===== config.mk =====
export PLATFORM = sky130hd
export DESIGN_NAME = imem
export DESIGN_NICKNAME = d
export VERILOG_FILES = /design/src/rtl/imem.sv
export SDC_FILE = /design/constraint.sdc
export NUM_CORES = 2
export LEC_CHECK = 0
export CORE_ASPECT_RATIO = 0.75
export CORE_UTILIZATION = 30
export CTS_CLUSTER_DIAMETER = 30
export DETAILED_ROUTE_END_ITERATION = 6
export GPL_ROUTABILITY_DRIVEN = 0
export GPL_TIMING_DRIVEN = 1
export MAX_ROUTING_LAYER = met4
export SLEW_MARGIN = 5
export SYNTH_ARGS = -nofsm -noshare
export SYNTH_HDL_FRONTEND = slang
export SYNTH_SLANG_ARGS = --single-unit

===== constraint.sdc =====
create_clock -name clk -period 3.4 [get_ports clk]
set_clock_uncertainty 0.1 [all_clocks]
set_input_delay 0.68 -clock clk [delete_from_list [all_inputs] [get_ports clk]]
set_output_delay 0.68 -clock clk [all_outputs]
set_load 0.01 [all_outputs]

===== src/rtl/imem.sv =====
// Instruction memory: word-addressed, combinational read, byte-enabled
// program-load write port, contents cleared to NOP by async reset.
module imem #(
  parameter int ADDR_W = 6,
  parameter int DATA_W = 32
) (
  input  logic                clk,
  input  logic                rst_n,
  input  logic [ADDR_W-1:0]   a,
  output logic [DATA_W-1:0]   rd,
  input  logic                we,
  input  logic [ADDR_W-1:0]   wa,
  input  logic [DATA_W-1:0]   wd,
  input  logic [DATA_W/8-1:0] wbe
);

  localparam int DEPTH = 2 ** ADDR_W;
  localparam int NB    = DATA_W / 8;

  logic [DATA_W-1:0] mem [DEPTH];

  // Storage: reset wipes every word at once; writes merge enabled bytes.
  always_ff @(posedge clk or negedge rst_n) begin
    if (!rst_n) begin
      for (int w = 0; w < DEPTH; w++) begin
        mem[w] <= '0;
      end
    end else if (we) begin
      for (int b = 0; b < NB; b++) begin
        if (wbe[b]) begin
          mem[wa][8*b +: 8] <= wd[8*b +: 8];
        end
      end
    end
  end

  // Read is a pure mux on the stored array; no bypass of write data.
  always_comb begin
    rd = mem[a];
  end

endmodule


==> summary.txt <==
STA
  – # setup viols final: 32
  – Min Tclk post-route: 3.74 ns
  – Final worst slack: -0.339 ns
  – Final period utilization: 110%
  – Max_slew headroom: 15.7%
  – Unrepaired setup endpoints after global routing: yes
  – Final Slew Violations: 0
  – Fmax: 267 MHz
  – Slew @ Worst Pin: 1.26 ns
  – Fin. Hold Viols: 0

Job
  – Max Cap Viol: 0

Route
  – DRT antenna net count: 0
  – DRT Pass-1 Iters: 6
  – Via count: 59200
  – Routed wire length: between 300000 and 400000 µm
  – DRC: 0
  – Wire per inst: 26.9 µm
  – DRT iter0 DRCs: around 5300
  – Vias per cell: 5.25

Final layout
  – Area grow syn2layout: 31.1%
  – Largest register FFs: 2048
  – Reg with most FFs: mem
  – Final Cell Area: 122000 µm²
  – Layout cell share with drive strength beyond 1: 64.0%
  – Biggest regs: mem x2048
  – Nets: 6928
  – Filler instances: 27800

Critical path
  – Crit-path cells: buf_6, buf_12, nor2b_4, buf_12, buf_12, buf_4, a22o_4, a221oi_2, buf_4, a221oi_1, buf_4
  – Buf+Inv Stages, Crit Path: 7
  – Critical path endpoint category: output pin
  – Worst Path Max Fanout: 13
  – Critical Path Source Type: primary input
  – R2R Setup Slk: 2.42 ns
  – Delay-heaviest family, CP: buffers and inverters
  – Slowest cell on the critical path: a221oi_1
  – Critical path required time: 2.62 ns
  – R2R cell count: 2
  – Reg2reg end: mem[1907]
  – CP arrival: ~3.0 ns
  – Reg-to-reg startpoint: mem[1907]
  – Type of the worst setup path: primary input to output pin
  – Worst path max stage delay: 0.32 ns

Synthesis
  – Sequential area share after synthesis: a little over half
  – Leading post-synthesis cells by cell area: dfrtp_1 55%, mux2_2 24%, mux4_2 12%
  – YS warnings: 0
  – Compound-Gate Fraction of Synth Area: 2.12%
  – Dominant cell type by area after synthesis: dfrtp_1
  – Mapped Area: roughly 93000 µm²
  – Async S/R FF share, synth: 100%
  – Syn avg cell area: 15.8 µm²
  – Top cell type's share of synthesized area: a little over half
  – #FFs+latches synth: between 2000 and 2500
  – Post-synthesis xor/xnor area fraction: 0%
  – Simple-gate share of the synthesized area: 2.65%
  – Synth Area in Adders: 0%
  – Mux share of post-synthesis cell area: approximately two fifths
  – Mapped Cells: 5920
  – Post-synth EDFFs: 0
  – Synth unique cells: 50
  – Synth Flop Type: dfrtp_1
  – Syn_nets: between 5000 and 6000
  – Main combinational cell family by area after synthesis: multiplexers

Worst hold path
  – Min-delay src: wd[17]
  – Hold EP: mem[49]
  – Hold path depth: 2
  – Worst Hold Class: primary input to flop

Outcome
  – Failing checks: negative setup slack
  – Status: finished with violations

Power
  – Total net switching power: 17.9 mW
  – Total internal power: 54.1 mW
  – Clock network power share: 51.6%
  – Total power: 72.0 mW
  – Seq pwr share: 38.0%
  – Leakage: 56.5 nW
  – Peak supply drop: ~0.43 mV
  – Switching Fraction: between 20 and 25%
  – Logic pwr share: between 10% and 20%
  – Pwr dens: slightly below 600 nW/µm²

Die
  – DIE AREA: 313000 µm²
  – I/O pin total: 83
  – Num rows: 176
  – Die Width: ~650 µm
  – Core area: 308000 µm²
  – Initial Util: between 30% and 40%
  – Die H: ~490 µm

Placed design
  – Port Buffer Count: 82
  – HPWL after DPL: 207000 µm
  – Post-place instance area: between 100000 and 150000 µm²

CTS
  – Clock slew at reported path FFs: 0.05 ns
  – Clock H-tree levels: 5
  – Clk Latency, worst-skew pair: ~0.86 ns
  – Clock Tree Root: clkbuf_16
  – Clock buffer depth: 4
  – CTS tree: done
  – TritonCTS buffer count: about 360
  – Num Clock Sinks: 2048

GRT
  – Largest net degree at the start of global routing: 167
  – Initial antenna violation count: 19
  – Vias in the first global route: 62000
  – Total Routing Usage GR: about a fifth
  – GR Overflow Total: 0
  – First-pass GRT wire length: roughly 450000 µm
-- logic make-up (layout without fill, tap and decap cells) --
group	Yosys count	in the layout
AND/OR/NAND/NOR	505	505
AO/OA/AOI/OAI	252	252
buffers and inverters	449	1700
multiplexers	2666	2666
flip-flops	2048	2048
other	0	6
-- layout by cell type (no fill, tap or decap), drive strengths merged, types with 27 or more instances in the layout --
master,netlist,final
clkbuf,276,421
a21oi,28,28
mux2i,111,111
nand2,199,199
a31oi,27,27
mux2,2054,2054
a221oi,79,79
mux4,501,501
inv,2,49
clkinv,1,90
dfrtp,2048,2048
a22o,48,48
clkinvlp,0,52
nand3,28,28
buf,170,1027
nor2,225,225
bufinv,0,44
-- power groups by stage --
stage | Combinational, mW | Sequential, mW | Clock, mW
4_1_cts | 7.29 | 27.4 | 37.7
3_3_place_gp | 6.52 | 27.6 | 0
6_report | 7.50 | 27.4 | 37.1
3_5_place_dp | 6.69 | 27.8 | 0
2_1_floorplan | 4.04 | 27.4 | 0
5_1_grt | 7.94 | 27.6 | 38.9
-- routing by layer --
layer,wire [µm],vias up,global-route usage (%)
met5,0,-,-
met3,22400,522,4.49
met2,132000,1888,27.8
li1,-,24300,-
met1,139000,32500,28.3
met4,9480,0,6.01
-- how the worst max path moves through the flow --
stage,startpoint,to,cells past startpoint
6_report,a[3],rd[14],11
5_1_grt,a[0],rd[10],14
4_1_cts,a[0],rd[10],14
3_5_place_dp,a[0],rd[10],12
3_3_place_gp,a[0],rd[10],12
2_1_floorplan,a[0],rd[0],6
-- Yosys cell counts (2+ instances only) --
master,instances
nand2_1,199
a211o_1,2
buf_1,42
o211ai_1,7
buf_12,4
a22oi_1,19
nor2_2,148
o21ai_0,4
nand3b_1,5
and3b_1,3
clkbuf_1,276
nand3_1,28
a221oi_1,79
buf_2,67
mux2_2,2021
and2_1,10
dfrtp_1,2048
mux2i_1,111
a31oi_1,27
a21oi_1,28
or3b_2,7
buf_4,39
or3_1,4
a221o_1,2
nor2_1,77
a22o_1,48
buf_8,4
mux2_1,33
o221ai_1,24
or2_2,3
mux4_2,501
nand2b_1,3
and3_1,2
nor3b_1,4
buf_6,14
nor2b_1,7
nor3_1,3
o22ai_1,5
-- area by class of cell --
class	count	area, µm²	share of cell area, %
Antenna cell	6	15.0	0.0123
Clock buffer	420	9630	7.87
Clock inverter	232	2910	2.38
Inverter	3	15.0	0.0123
Multi-Input combinational cell	3423	42100	34.4
Sequential cell	2048	51200	41.9
Tap cell	4094	5120	4.19
Timing Repair Buffer	1045	11300	9.25
-- timing repair --
action / 4_1_cts / 5_1_grt
endpoints found under the setup margin: 32 / 32
hold buffers: 1 / 0
pin swaps: 71 / 83
buffers inserted: 86 / 85
hold endpoints to repair: 153 / 0
gates resized for setup: 452 / 167
cloned: 17 / 1
-- per-stage QoR --
stage               util (%)  cells  hold WS (ns)  TNS (ns)  setup WS, ns
finish                  39.7  11300        0.0800     -6.49        -0.339
global route            39.7  11300        0.0538     -7.76        -0.374
CTS                     39.3  11200        0.0312     -6.45        -0.426
detailed placement      34.2  10500         0.379    -28.19         -1.50
global placement        34.2  10500         0.369    -26.79         -1.48
floorplan                  -   5920         0.284         0         0.353
Note: power is estimated with default switching activity, not from simulation.
